### src/rtl/btn_led_sequencer.sv
// Button/LED front end: debounces three raw buttons, selects a run mode and
// animates an LED pattern between a start press and timer_end.
module btn_led_sequencer #(
  parameter int unsigned NUM_MODES    = 4,
  parameter int unsigned LED_W        = 16,
  parameter int unsigned DEBOUNCE_CYC = 1_000_000,
  parameter int unsigned STEP_CYC     = 25_000_000,
  parameter int unsigned MODE_W       = $clog2(NUM_MODES)
) (
  input  logic              sys_clk,
  input  logic              sys_rst,
  input  logic              mini_rst,
  input  logic              timer_end,
  input  logic              btn_up,
  input  logic              btn_dwn,
  input  logic              btn_start,
  output logic [MODE_W-1:0] mode,
  output logic              start,
  output logic              idle,
  output logic [LED_W-1:0]  LED
);

  localparam int unsigned DB_W    = $clog2(DEBOUNCE_CYC);
  localparam int unsigned STEP_W  = $clog2(STEP_CYC);
  localparam int unsigned NB      = 3;
  localparam int unsigned B_UP    = 0;
  localparam int unsigned B_DWN   = 1;
  localparam int unsigned B_START = 2;

  typedef enum logic {S_IDLE, S_RUN} state_t;

  logic [NB-1:0]     raw;
  logic [NB-1:0]     sync1;
  logic [NB-1:0]     sync2;
  logic [NB-1:0]     deb;
  logic [NB-1:0]     deb_q;
  logic [NB-1:0]     press;
  logic [NB-1:0]     armed;
  logic [1:0]        fill;
  logic [DB_W-1:0]   db_cnt [NB];
  state_t            state;
  logic [STEP_W-1:0] step_cnt;

  assign raw = {btn_start, btn_dwn, btn_up};

  function automatic logic [LED_W-1:0] onehot(input logic [MODE_W-1:0] m);
    return LED_W'(1) << m;
  endfunction

  function automatic logic [MODE_W-1:0] mode_inc(input logic [MODE_W-1:0] m);
    return (m == MODE_W'(NUM_MODES - 1)) ? '0 : m + MODE_W'(1);
  endfunction

  function automatic logic [MODE_W-1:0] mode_dec(input logic [MODE_W-1:0] m);
    return (m == '0) ? MODE_W'(NUM_MODES - 1) : m - MODE_W'(1);
  endfunction

  function automatic logic [LED_W-1:0] init_pat(input logic [MODE_W-1:0] m);
    logic [LED_W-1:0] alt;
    alt = '0;
    for (int unsigned i = 0; i < LED_W; i += 2) alt[i] = 1'b1;
    case (32'(m))
      0:       return LED_W'(1);
      1:       return LED_W'(1) << (LED_W - 1);
      2:       return '0;
      3:       return alt;
      default: return '0;
    endcase
  endfunction

  function automatic logic [LED_W-1:0] next_pat(input logic [MODE_W-1:0] m,
                                                input logic [LED_W-1:0]  v);
    case (32'(m))
      0:       return {v[LED_W-2:0], v[LED_W-1]};
      1:       return {v[0], v[LED_W-1:1]};
      2:       return (&v) ? '0 : {v[LED_W-2:0], 1'b1};
      3:       return ~v;
      default: return v + LED_W'(1);
    endcase
  endfunction

  // Synchronise, debounce and edge-detect the buttons. A button only arms once
  // it has been seen low after reset, so a press held through reset is ignored.
  always_ff @(posedge sys_clk or posedge sys_rst) begin
    if (sys_rst) begin
      sync1 <= '0;
      sync2 <= '0;
      deb   <= '0;
      deb_q <= '0;
      press <= '0;
      armed <= '0;
      fill  <= '0;
      for (int unsigned i = 0; i < NB; i++) db_cnt[i] <= '0;
    end else begin
      sync1 <= raw;
      sync2 <= sync1;
      deb_q <= deb;
      fill  <= {fill[0], 1'b1};
      press <= mini_rst ? '0 : (deb & ~deb_q & armed);
      for (int unsigned i = 0; i < NB; i++) begin
        if (fill[1] && !sync2[i]) armed[i] <= 1'b1;
        if (sync2[i] != deb[i]) begin
          if (db_cnt[i] == DB_W'(DEBOUNCE_CYC - 1)) begin
            deb[i]    <= sync2[i];
            db_cnt[i] <= '0;
          end else begin
            db_cnt[i] <= db_cnt[i] + DB_W'(1);
          end
        end else begin
          db_cnt[i] <= '0;
        end
      end
    end
  end

  // Mode selection / run control with registered outputs.
  always_ff @(posedge sys_clk or posedge sys_rst) begin
    if (sys_rst) begin
      state    <= S_IDLE;
      mode     <= '0;
      start    <= 1'b0;
      idle     <= 1'b1;
      LED      <= LED_W'(1);
      step_cnt <= '0;
    end else if (mini_rst) begin
      state    <= S_IDLE;
      start    <= 1'b0;
      idle     <= 1'b1;
      LED      <= onehot(mode);
      step_cnt <= '0;
    end else begin
      start <= 1'b0;
      case (state)
        S_IDLE: begin
          if (press[B_START]) begin
            state    <= S_RUN;
            start    <= 1'b1;
            idle     <= 1'b0;
            LED      <= init_pat(mode);
            step_cnt <= '0;
          end else if (press[B_UP] && !press[B_DWN]) begin
            mode <= mode_inc(mode);
            LED  <= onehot(mode_inc(mode));
          end else if (press[B_DWN] && !press[B_UP]) begin
            mode <= mode_dec(mode);
            LED  <= onehot(mode_dec(mode));
          end
        end
        S_RUN: begin
          if (timer_end) begin
            state    <= S_IDLE;
            idle     <= 1'b1;
            LED      <= onehot(mode);
            step_cnt <= '0;
          end else if (step_cnt == STEP_W'(STEP_CYC - 1)) begin
            step_cnt <= '0;
            LED      <= next_pat(mode, LED);
          end else begin
            step_cnt <= step_cnt + STEP_W'(1);
          end
        end
      endcase
    end
  end

endmodule

### config.mk
export PLATFORM = sky130hd
export DESIGN_NAME = btn_led_sequencer
export DESIGN_NICKNAME = d
export VERILOG_FILES = /design/src/rtl/btn_led_sequencer.sv
export SDC_FILE = /design/constraint.sdc
export NUM_CORES = 1
export LEC_CHECK = 0
export CAP_MARGIN = 0
export CORE_ASPECT_RATIO = 1.1
export CORE_MARGIN = 1
export CORE_UTILIZATION = 50
export CTS_CLUSTER_DIAMETER = 100
export DETAILED_ROUTE_END_ITERATION = 12
export PLACE_DENSITY_LB_ADDON = 0.05
export RECOVER_POWER = 50
export SLEW_MARGIN = 5
export SYNTH_ARGS = -nofsm -noshare
export SYNTH_HDL_FRONTEND = slang
export SYNTH_SLANG_ARGS = --single-unit
### constraint.sdc
create_clock -name sys_clk -period 4.92 [get_ports sys_clk]
set_input_delay 1.23 -clock sys_clk [delete_from_list [all_inputs] [get_ports sys_clk]]
set_output_delay 1.23 -clock sys_clk [all_outputs]
set_load 0.1 [all_outputs]
# --- Word level (Yosys, flattened, before mapping) ---
# Index checks and enable logic that the tools add are counted.
word_totals:
  ff_bits: 126
  input_bits: 7
  out_inout_bits: 20
  word_cells: 105
op_classes:
  add_sub_neg: 6
  eq_ne: 14
  n_shift: 3
  n_mux: 36
  bitwise_logic: 7
  reduce_logical: 19
op_table:
  columns: ["operator", "n"]
  rows:
  - ["$pmux 16 s4", 2]
  - ["$mux 20", 6]
  - ["$mux 16", 7]
  - ["$mux 25", 4]
  - ["$add 20x1->20 const B", 3]
  - ["$eq 20x20->1 const B", 3]
  - ["$pmux 25 s2", 1]
  - ["$shl 1x2->16 const A", 3]
  - ["$pmux 16 s2", 1]
  - ["$add 25x1->25 const B", 1]
  - ["$eq 25x25->1 const B", 1]
  - ["$not 16->16", 1]
  - ["$reduce_and 16->1", 1]
  - ["$reduce_and 2->1", 5]
  - ["$mux 1", 8]
  - ["$mux 2", 4]
  - ["$and 3x3->3", 2]
  - ["$ne 3x3->1 const B", 2]
  - ["$logic_and 1x1->1", 5]
  - ["$logic_not 1->1", 5]
  - ["$ne 5x5->1 const B", 1]
  - ["$eq 2x2->1 const B", 2]
  - ["$ne 4x3->1 const B", 1]
  - ["$pmux 1 s2", 2]
  - ["10 further kinds", 14]

# --- Longest topological paths before layout ---
# Gate-level depths: netlist (run 1).
depth:
  ltp_word: 8
  mapped_depth: 9
  ltp_nobuf: 7

# --- Worst setup path before layout (run 1) ---
# OpenSTA, ideal clock, no wires.
synth_path:
  path_type: "flip-flop to flip-flop"
  from: "register mode[0]"
  to: "register LED[0]"
  setup_ns: 0.062
  t_arrival_ns: 2.618
  required_ns: 4.858
  path_slack_ns: 2.240
  stages_incl_launch_ff: 9
  path_buffers: 1
  period_less_slack_ns: 2.680
  cell_sequence: "dfrtp_1 > inv_1 > ha_1 > clkbuf_1 > nor4b_1 > o21ai_0 > a222oi_1 > o41a_1 > mux2_2"
synth_via:
  elab_chain_cells: 8
  elab_cells_between_ends: 20
  cone_classes: "add/sub: 2; eq/ne: 3; shift: 3; mux: 11; reduce/logical: 1"
synth_lines:
  columns: ["element", "line_no", "text"]
  rows:
  - ["from (decl)", "17", "output logic [MODE_W-1:0] mode,"]
  - ["from (signal assigned)", "142", "mode <= mode_inc(mode);"]
  - ["from (signal assigned)", "145", "mode <= mode_dec(mode);"]
  - ["$sub 2x1->2 or $logic_not 2->1 (tied branches)", "55, 62, 73", null]
  - ["$mux 2", "55", "return (m == '0) ? MODE_W'(NUM_MODES - 1) : m - MODE_W'(1);"]
  - ["$shl 1x2->16", "47", "return LED_W'(1) << m;"]
  - ["$mux 16", "144", "end else if (press[B_DWN] && !press[B_UP]) begin"]
  - ["$mux 16", "141", "end else if (press[B_UP] && !press[B_DWN]) begin"]
  - ["$mux 16", "135", "if (press[B_START]) begin"]
  - ["$pmux 16 s2", "133", "case (state)"]
  - ["$mux 16 (*)", "125", "end else if (mini_rst) begin"]
  - ["to (signal assigned)", "129", "LED <= onehot(mode);"]
  - ["to (signal assigned)", "139", "LED <= init_pat(mode);"]
  - ["to (signal assigned)", "143", "LED <= onehot(mode_inc(mode));"]
  - ["to (decl)", "20", "output logic [LED_W-1:0] LED"]
# Every way passes the cells marked *; elsewhere a longest branch is shown, timed or not. The select of a mux whose other input is x is not followed.
# A chain may end at the register's enable or synchronous reset.

# --- Worst setup path after layout (run 1) ---
layout_path:
  from: "input port mini_rst"
  to: "register step_cnt[16]"
layout_via:
  elab_chain_cells: 1
  elab_cells_between_ends: 2
  cone_classes: "eq/ne: 1; mux: 1"
layout_lines:
  columns: ["element", "line_no", "text"]
  rows:
  - ["from (decl)", "12", "input logic mini_rst,"]
  - ["$ne 3x3->1 (no source line) or $mux 25 (tied branches)", null, null]
  - ["to (signal assigned)", "159", "step_cnt <= step_cnt + STEP_W'(1);"]
  - ["to (decl)", "42", "logic [STEP_W-1:0] step_cnt;"]
# Several ways; a longest one is shown, not always the timed one.

==> results.md, run 1 <==
- R2R depth: 6
- Largest net degree at the start of global routing: 74
- Post-DR vias/cell: 5.75
- Distinct cells, synth: 57
- CTS Hold Buffers Added: 0
- Layout cell share with drive strength beyond 1: 7.11%
- Pre-Repair DR Iteration Count: 5
- Post-Syn Area: 6360 sq um
- Clock slew seen by the registers of the worst setup and hold paths: 0.05 ns
- Critical Path RT: 5.16 ns
- Syn Inst Count: 658
- Number of global-route vias before repair: 4716
- Seq cells post-synth: 126
- RSZ-0062 raised after global routing: no
- Die Span Y: 120 microns
- Setup Viol. Count Final: 0
- Flip-flop and latch area: 3160 sq um
- Fmax: 0.272 GHz
- Global-route wire length before repair: 22.4 mm
- Worst flop-to-flop path endpoint: step_cnt[16]
- Max VDD drop: 0.202 mV
- Worst Hold Launch: fill[0]
- Core footprint: 12200 sq um
- Final period util: 74.8%
- Gpl congestion: 0.843
- Crit path time final: 3.68 ns
- I/O pin total: 27
- Dominant cells by area after synthesis: dfrtp_1 49%, nor2_1 5.8%, xor2_1 5.4%, xnor2_1 4.8%, nand2_1 2.8%
- Yosys warnings: 0
- Aggregate global-route resource usage: 21.8%
- Pre-CTS setup slack: 0.859 ns
- Synthesized Nets: 676
- Clock Tree Buf Depth: 2
- Yosys top cell area share: 48.8%
- PortBufs: 26
- Initial antenna violation count: 0
- # Post-CTS Setup Buffers: 0
- Most common cell after layout, fill and taps aside: dfrtp_1
- Critical Path AT: 3.92 ns
- Sink Count: 126
- Worst-Margin Slew: 1.33 ns
- DR WL met3: 431 microns
- Syn_area_per_cell: 9.67 sq um
- Synth-to-layout area growth: 14.6%
- R2r setup slk: 2.30 ns
- Hold Crit Depth: 0
- Die X-Extent: 110 microns
- Initial Util: 52.0%
- Pwr dens: 329 nW/um^2
- Post-synth top area cell: dfrtp_1
- Std cell rows: 42
- Vias: 4845
- Slack of the critical path: 1.24 ns
- CTS H-tree lvls: 4
- CP max FO: 23
- Die area: 13200 sq um
- Primary FF master, synth: dfrtp_1
- Pleak: 3.07 nW
- Slew Limit Fails: 0
- Post-synth EDFFs: 0
- Grt total ovfl: 0
- Max Used Layer: met4
- Critical Path Source Type: primary input
- NumNets Final: 696
- DRC errors left: 0
- Setup TNS: 0 ns
- CP Capture Type: flip-flop
- Met2 Wirelength: 6.23 mm
- Commonest cells after routing, fill and taps aside: 124 x dfrtp_1, 98 x nor2_1, 47 x nand2_1
- Num CTS Buffers: 17
- Final hold vios: 0
- Initial detailed-routing violation count: 375
- CTS tree: done
- Synth async-reset ratio: 100%
- Clk_lat worst skew: 0.40 ns
- RR Startpoint: state
- Routed Antenna Nets: 0
- Wire per inst: 15.7 microns
- Rel. slew slack: 11.3%
- Footprint of the multi-input gates: 3000 sq um
- Cts repair resizes: 0
- Hold EP: fill[1]
- Critical path class: in2reg
- Antenna Cells: 0
- Fillers: 1064
- Status: finished, final reports clean
- Final Skew: 0.00610 ns
- Sequential area share after synthesis: 49.6%
- DPL Wire Length: 8.68 mm
- Max-cap viol count: 0
- M1 WL: 6.34 mm
- Hold crit path type: reg2reg
- Final WL: 13.2 mm
- CTS root buf: clkbuf_16
[where the power goes]
part / switching [mW] / internal [mW]
logic: 0.0884 / 0.0265
registers: 0.0150 / 1.05
clock network: 0.414 / 0.804
[cells by family (layout without fill, tap and decap cells)]
logic type | after synthesis | after routing | share of synthesized area (%)
and+or+nand+nor | 290 | 290 | 23.2
adders and majority gates | 11 | 11 | 2.16
xor gates and xnor gates | 74 | 74 | 10.2
buffers and inverters | 49 | 80 | 3.28
other | 1 | 1 | 0.0589
DFF | 126 | 126 | 49.6
AOI/OAI and AO/OA | 102 | 102 | 10.7
muxes | 5 | 5 | 0.885
[worst max path at each step]
stage	slack (ns)	from	to	depth (start not counted)
4_1_cts	1.31	mini_rst	step_cnt[16]	7
2_1_floorplan	0.34	sys_rst	LED[10]	1
5_1_grt	1.02	mini_rst	step_cnt[16]	7
6_report	1.24	mini_rst	step_cnt[16]	7
3_3_place_gp	0.96	mini_rst	step_cnt[19]	7
3_5_place_dp	0.86	mini_rst	step_cnt[16]	7
[Yosys cell counts (3+ instances only)]
master and number:
and2_1 4, a21o_1 3, mux2_2 5, inv_1 20, nor3_1 13, a2bb2oi_1 6
nor4bb_1 6, dfrtp_1 124, o31ai_1 8, nor2b_1 5, xnor2_1 35, and3_1 19
nand4_1 28, a22o_1 8, nor4b_1 5, nor4_1 8, nor2_1 98, ha_1 11
clkbuf_1 16, nand3_1 29, a31o_2 6, nand3b_1 3, a31oi_1 9, buf_2 8
nand2_1 47, nand2b_1 9, and4_1 5, o21ai_0 27, xor2_1 39, a21oi_1 18
[worst max-delay path: stages]
cell,delay (ns)
dlygate4sd3_1,0.91
inv_1,0.18
nand2_1,0.31
a31oi_1,0.09
buf_4,0.23
nor2_1,0.84
nor2_1,0.12
[per-stage QoR]
stage          instances  cell area [sq um]  utilization (%)  total power, mW  hold slack [ns]
2_1_floorplan        658               6360                -             1.17            0.331
3_3_place_gp         813               6730             54.9             1.20            0.332
3_5_place_dp         813               6730             54.9             1.20            0.340
4_1_cts              843               7310             59.7             2.43            0.350
5_1_grt              843               7290             59.6             2.48            0.352
6_report             843               7290             59.6             2.40            0.349
[layout make-up]
cell class	count	share of cell area (%)
clock buffers	24	6.88
clock inverters	6	1.13
inverters	21	1.11
multi-input cells	483	41.1
flip-flops and latches	126	43.3
well taps	154	2.64
repair buffers	29	3.84
[state kept, by name, summed over array words and instances (netlist names)]
| register | cells |
|---|---|
| deb_q | 3 |
| sync1 | 3 |
| armed | 3 |
| mode | 2 |
| sync2 | 3 |
| LED | 16 |
| fill | 2 |
| state | 1 |
| db_cnt | 60 |
| deb | 3 |
| start | 1 |
| step_cnt | 25 |
| idle | 1 |
| press | 3 |
[metal layers]
| metal | vias to the layer above | GRT usage, % |
|---|---|---|
| met1 | 2376 | 29.7 |
| met4 | 0 | 9.17 |
| li1 | 2351 | - |
| met3 | 15 | 4.04 |
| met5 | - | 0 |
| met2 | 103 | 34.1 |
No activity file was read; power rests on OpenSTA's default activity.
==> run 2: changes to the inputs <==
clock period = 3 ns   (was 4.92 ns; I/O delays follow)
==> run 2 against run 1 <==
Effect of this change: via count grew 0.99%; sequential power grew 64%; non-clock buffer count grew 11; die area is the same; global-route usage grew 0.78 points; first-iteration DRC count shrank 27%; core utilization grew 0.28 points; register-to-register slack lost 1.8 ns; sequential cell count is the same; sequential share of layout area shrank 0.20 points; power grew 67%; hold slack is essentially flat; largest cell class unchanged.
==> results.md, run 2 (synthesis gave the netlist of run 1 again) <==
- Clock slew seen by the registers of the worst setup and hold paths: 0.05 ns (about the same)
- Global-route wire length before repair: 23.2 mm (+3.8%)
- Final instance area: 7330 sq um (+0.46%)
- RSZ-0062 raised after global routing: no
- Clk_lat worst skew: 0.42 ns (+0.02 ns)
- Pwr Total: 4.00 mW (+67%)
- Largest Register: db_cnt
- Number of global-route vias before repair: 4966 (+5.3%)
- Flip-flop and latch area: 3160 sq um (unchanged)
- Critical Path AT: 2.90 ns (-1.02 ns)
- CTS tree: done
- Routed Antenna Nets: 0 (unchanged)
- Die area: 13200 sq um (unchanged)
- Grt total ovfl: 0 (unchanged)
- Max VDD drop: 0.438 mV (+120%)
- Fmax: 0.378 GHz
- PortBufs: 26 (unchanged)
- Commonest cells after routing, fill and taps aside: 124 x dfrtp_1, 98 x nor2_1, 47 x nand2_1
- Pleak: 3.15 nW (+2.6%)
- Num CTS Buffers: 17 (unchanged)
- NumNets Final: 707 (+1.6%)
- Max incr delay on CP: 0.92 ns (about the same)
- Pre-CTS setup slack: 0.00134 ns (-0.857 ns)
- Antenna Cells: 0 (unchanged)
- Die Span Y: 120 microns (unchanged)
- Largest registers: db_cnt x60, step_cnt x25, LED x16
- CP max FO: 6 (-74%)
- Max reg flops: 60 (unchanged)
- CTS root buf: clkbuf_16
- Setup Viol. Count Final: 0 (unchanged)
- Fillers: 1050 (-1.3%)
- Max-cap viol count: 0 (unchanged)
- Final period util: 88.1%
- CP cell instances: dlygate4sd3_1 -> nor3_2 -> nor4_1 -> nand4_1 -> xor2_1 -> nor2_1
- Pre-Repair DR Iteration Count: 7 (+2)
- CP Capture Type: flip-flop
- Met2 Wirelength: 6.41 mm (+2.9%)
- Initial Util: 52.0% (unchanged)
- Max Used Layer: met4
- Hold_ws: 0.349 ns (+0.0000410 ns)
- Slack of the critical path: 0.358 ns (-0.880 ns)
- Rel. slew slack: 20.2% (+8.9 points)
- Pwr dens: 546 nW/um^2 (+66%)
- Slew Limit Fails: 0 (unchanged)
- Die X-Extent: 110 microns (unchanged)
- Core footprint: 12200 sq um (unchanged)
- Most common cell after layout, fill and taps aside: dfrtp_1
- Cts repair resizes: 0 (unchanged)
- Initial antenna violation count: 0 (unchanged)
- CTS Hold Buffers Added: 0 (unchanged)
- Footprint of the multi-input gates: 3000 sq um (unchanged)
- Initial detailed-routing violation count: 274 (-27%)
- Final hold vios: 0 (unchanged)
- Critical Path RT: 3.26 ns (-1.90 ns)
- Std cell rows: 42 (unchanged)
- Gpl congestion: 0.913 (+8.3%)
- Final WL: 13.5 mm (+2.1%)
- Aggregate global-route resource usage: 22.6% (+0.78 points)
- Critical Path Source Type: primary input
- Synth-to-layout area growth: 15.1%
- Clock Tree Buf Depth: 2 (unchanged)
- Wire per inst: 15.8 microns (+0.70%)
- Vias: 4893 (+0.99%)
- CTS H-tree lvls: 4 (unchanged)
- Crit path time final: 2.64 ns
- M1 WL: 6.36 mm (+0.22%)
- Largest net degree at the start of global routing: 32 (-57%)
- Worst-Margin Slew: 1.19 ns (-0.138 ns)
- Critical path's slowest cell: nor4_1
- Final Skew: 0.0190 ns (+0.0129 ns)
- Setup TNS: 0 ns (unchanged)
- Critical path class: in2reg
- Hold crit path type: reg2reg
- Sink Count: 126 (unchanged)
- Status: finished, final reports clean
- DPL Wire Length: 9.17 mm (+5.6%)
- Area after DPL: 6770 sq um (+0.69%)
- Post-DR vias/cell: 5.72 (-0.43%)
- # Post-CTS Setup Buffers: 0 (unchanged)
- DRC errors left: 0 (unchanged)
- DR WL met3: 502 microns (+16%)
- Layout cell share with drive strength beyond 1: 11.8% (+4.7 points)
- I/O pin total: 27 (unchanged)
## run 2: metrics by stage
step	utilization, %	cells
final	59.9	855
after global routing	59.9	855
after CTS	60.2	855
after detailed placement	55.3	824
after global placement	55.3	824
after floorplan	-	658
## run 2: path summary, 6_finish.rpt
check	from	endpoint	slack (ns)	cells after the start
max in group asynchronous	sys_rst	state	0.68	3
min	fill[0]	fill[1]	0.35	0
max	mini_rst	step_cnt[24]	0.36	6
max reg2reg	step_cnt[15]	step_cnt[11]	0.50	5
min in group asynchronous	sys_rst	db_cnt[10]	1.01	2
min reg2reg	fill[0]	fill[1]	0.35	0
## run 2: worst max-delay path: cells and delay by family
kind	cells	cell delay, ns
XOR/XNOR	1	0.20
buffers and inverters	1	0.67
AND/OR/NAND/NOR	4	1.28
## run 2: metal layers
layer	track usage (%)	vias to the layer above
met5	0	-
met4	8.58	0
met3	5.34	24
met2	36.0	112
met1	29.8	2377
li1	-	2380
## run 2: layout make-up
class	instances	share of cell area (%)
multi-input combinational	483	40.9
tap	154	2.63
clock inverter	11	1.93
timing repair buffer	40	4.11
sequential	126	43.1
clock buffer	20	6.23
inverter	21	1.09
## run 2: report_power, final
part,internal [mW],switching [mW],total [mW]
Combinational,0.0482,0.148,0.196
Clock,1.34,0.716,2.05
Sequential,1.72,0.0247,1.75
==> run 3: changes to the inputs <==
DONT_BUFFER_PORTS = 1   (was unset)
==> run 3 against run 2 <==
Effect of this change: design area fell by 0.82%; sequential cell count did not move; largest cell class unchanged; critical endpoint is now LED[12]; register-to-register slack is essentially flat; critical path type is now reg2reg.
==> results.md, run 3 (synthesis gave the netlist of run 1 again) <==
- CTS root buf: clkbuf_16
- Setup Viol. Count Final: 0 (unchanged)
- DRC errors left: 0 (unchanged)
- PortBufs: 0 (-100%)
- Finished Core Util: 59.4% (-0.49 points)
- Final period util: 83.2% (-4.9 points)
- Pleak: 3.11 nW (-1.3%)
- Max VDD drop: 0.350 mV (-20%)
- Gpl congestion: 0.872 (-4.5%)
- Largest registers: db_cnt x60, step_cnt x25, LED x16
- Setup TNS: 0 ns (unchanged)
- Core footprint: 12200 sq um (unchanged)
- Initial antenna violation count: 0 (unchanged)
- Most used cell, CP: buf_4
- Max incr delay on CP: 0.65 ns (-0.27 ns)
- Final Skew: 0.00703 ns (-0.0119 ns)
- Num CTS Buffers: 17 (unchanged)
- R2R depth: 7 (+2)
- Pre-Repair DR Iteration Count: 4 (-3)
- CTS Hold Buffers Added: 0 (unchanged)
- Slew Limit Fails: 0 (unchanged)
- Hold_ws: 0.352 ns (+0.00322 ns)
- Worst Hold Launch: sync1[2]
- CTS H-tree lvls: 4 (unchanged)
- Die Span Y: 120 microns (unchanged)
- RSZ-0062 raised after global routing: no
- Aggregate global-route resource usage: 22.3% (-0.30 points)
- Slack of the critical path: 0.505 ns (+0.148 ns)
- Hold crit path type: reg2reg
- Sink Count: 126 (unchanged)
- Wire per inst: 16.0 microns (+1.2%)
- Critical path class: reg2reg
- Layout cell share with drive strength beyond 1: 11.4% (-0.44 points)
- Clk_lat worst skew: 0.41 ns (about the same)
- Critical Path Source Type: flip-flop
- # Post-CTS Setup Buffers: 0 (unchanged)
- Critical Path RT: 3.30 ns (+0.04 ns)
- CP Capture Type: flip-flop
- Pre-CTS setup slack: 0.597 ns (+0.596 ns)
- Critical path's slowest cell: clkbuf_1
- Initial Util: 52.0% (unchanged)
- Max-cap viol count: 0 (unchanged)
- Post-DR vias/cell: 5.79 (+1.1%)
- Die X-Extent: 110 microns (unchanged)
- Clock slew seen by the registers of the worst setup and hold paths: 0.06 ns (about the same)
- Most common cell after layout, fill and taps aside: dfrtp_1
- Commonest cells after routing, fill and taps aside: 124 x dfrtp_1, 98 x nor2_1, 47 x nand2_1
- Vias: 4900 (+0.14%)
- Largest net degree at the start of global routing: 38 (+19%)
- Fillers: 1035 (-1.4%)
- Antenna Cells: 0 (unchanged)
- RR Startpoint: state
- Cts repair resizes: 0 (unchanged)
- Initial detailed-routing violation count: 302 (+10%)
- DPL Wire Length: 9.37 mm (+2.1%)
- Largest Register: db_cnt
- Worst flop-to-flop path endpoint: LED[12]
- Final WL: 13.5 mm (+0.27%)
- R2r setup slk: 0.51 ns (about the same)
- Grt total ovfl: 0 (unchanged)
- Hold EP: sync2[2]
- Pwr dens: 551 nW/um^2 (+1.1%)
- CP delay by family, top: buffers and inverters
- NumNets Final: 698 (-1.3%)
- CP cell instances: clkbuf_1 -> nor3_2 -> buf_4 -> and2_1 -> or2_1 -> buf_4 -> a22o_1
- Routed Antenna Nets: 0 (unchanged)
- Critical Path AT: 2.79 ns (-0.11 ns)
- Crit path time final: 2.49 ns (-0.148 ns)
- Synth-to-layout area growth: 14.2%
- Worst-Margin Slew: 1.32 ns (+0.125 ns)
- I/O pin total: 27 (unchanged)
- Hold Crit Depth: 0 (unchanged)
- Rel. slew slack: 11.7% (-8.5 points)
- Pwr Total: 4.01 mW (+0.26%)
- Status: finished, final reports clean
- Std cell rows: 42 (unchanged)
- Final hold vios: 0 (unchanged)
- CP max FO: 19 (+13)
- Fmax: 0.401 GHz (+5.9%)
- CTS tree: done
- Buf/Inv on CP: 3 (+2)
- Clock Tree Buf Depth: 2 (unchanged)
- Global-route wire length before repair: 22.8 mm (-1.8%)
- Number of global-route vias before repair: 4747 (-4.4%)
- Max reg flops: 60 (unchanged)
- Die area: 13200 sq um (unchanged)
## run 3: changes by cell type in the layout (fill, tap and decap cells not counted), sizes merged
cell | before | now
clkinvlp | 4 | 5
dlygate4sd3 | 6 | 0
clkbuf | 25 | 23
buf | 29 | 27
inv | 19 | 20
## run 3: layout make-up
class,instances,area (sq um),area share [%]
Timing Repair Buffer,31,231,3.18
Tap cell,154,193,2.65
Inverter,21,80.1,1.10
Clock inverter,13,165,2.27
Multi-Input combinational cell,483,3000,41.3
Clock buffer,19,443,6.09
Sequential cell,126,3160,43.4
## run 3: worst max-delay path by stage
stage / startpoint / to / slack, ns / cells after the start
floorplan: mode[0] / LED[0] / 0.32 / 8
global placement: mini_rst / step_cnt[9] / 0.66 / 5
detailed placement: mini_rst / step_cnt[9] / 0.60 / 5
CTS: mode[0] / LED[0] / 0.63 / 8
global route: state / step_cnt[9] / 0.33 / 5
finish: state / LED[12] / 0.51 / 7
## run 3: where the power goes
group	total [mW]	leakage [nW]	switching (mW)	internal, mW
sequential	1.74	1.71	0.0168	1.72
clock	2.08	0.286	0.747	1.33
combinational	0.191	1.12	0.149	0.0424
## run 3: through the flow
stage	instances	instance area, sq um
4_1_cts	847	7300
3_5_place_dp	815	6690
3_3_place_gp	815	6690
5_1_grt	847	7270
6_report	847	7270
2_1_floorplan	658	6370
## run 3: metal layers
metal | share of wire (%) | wire length [microns] | up-vias | track usage [%]
met1 | 45 | 6070 | 2413 | 29.1
met2 | 49 | 6670 | 112 | 36.0
met3 | 4.6 | 617 | 14 | 5.55
met5 | 0 | 0 | - | 0
met4 | 1.2 | 163 | 0 | 7.92
li1 | - | - | 2361 | -
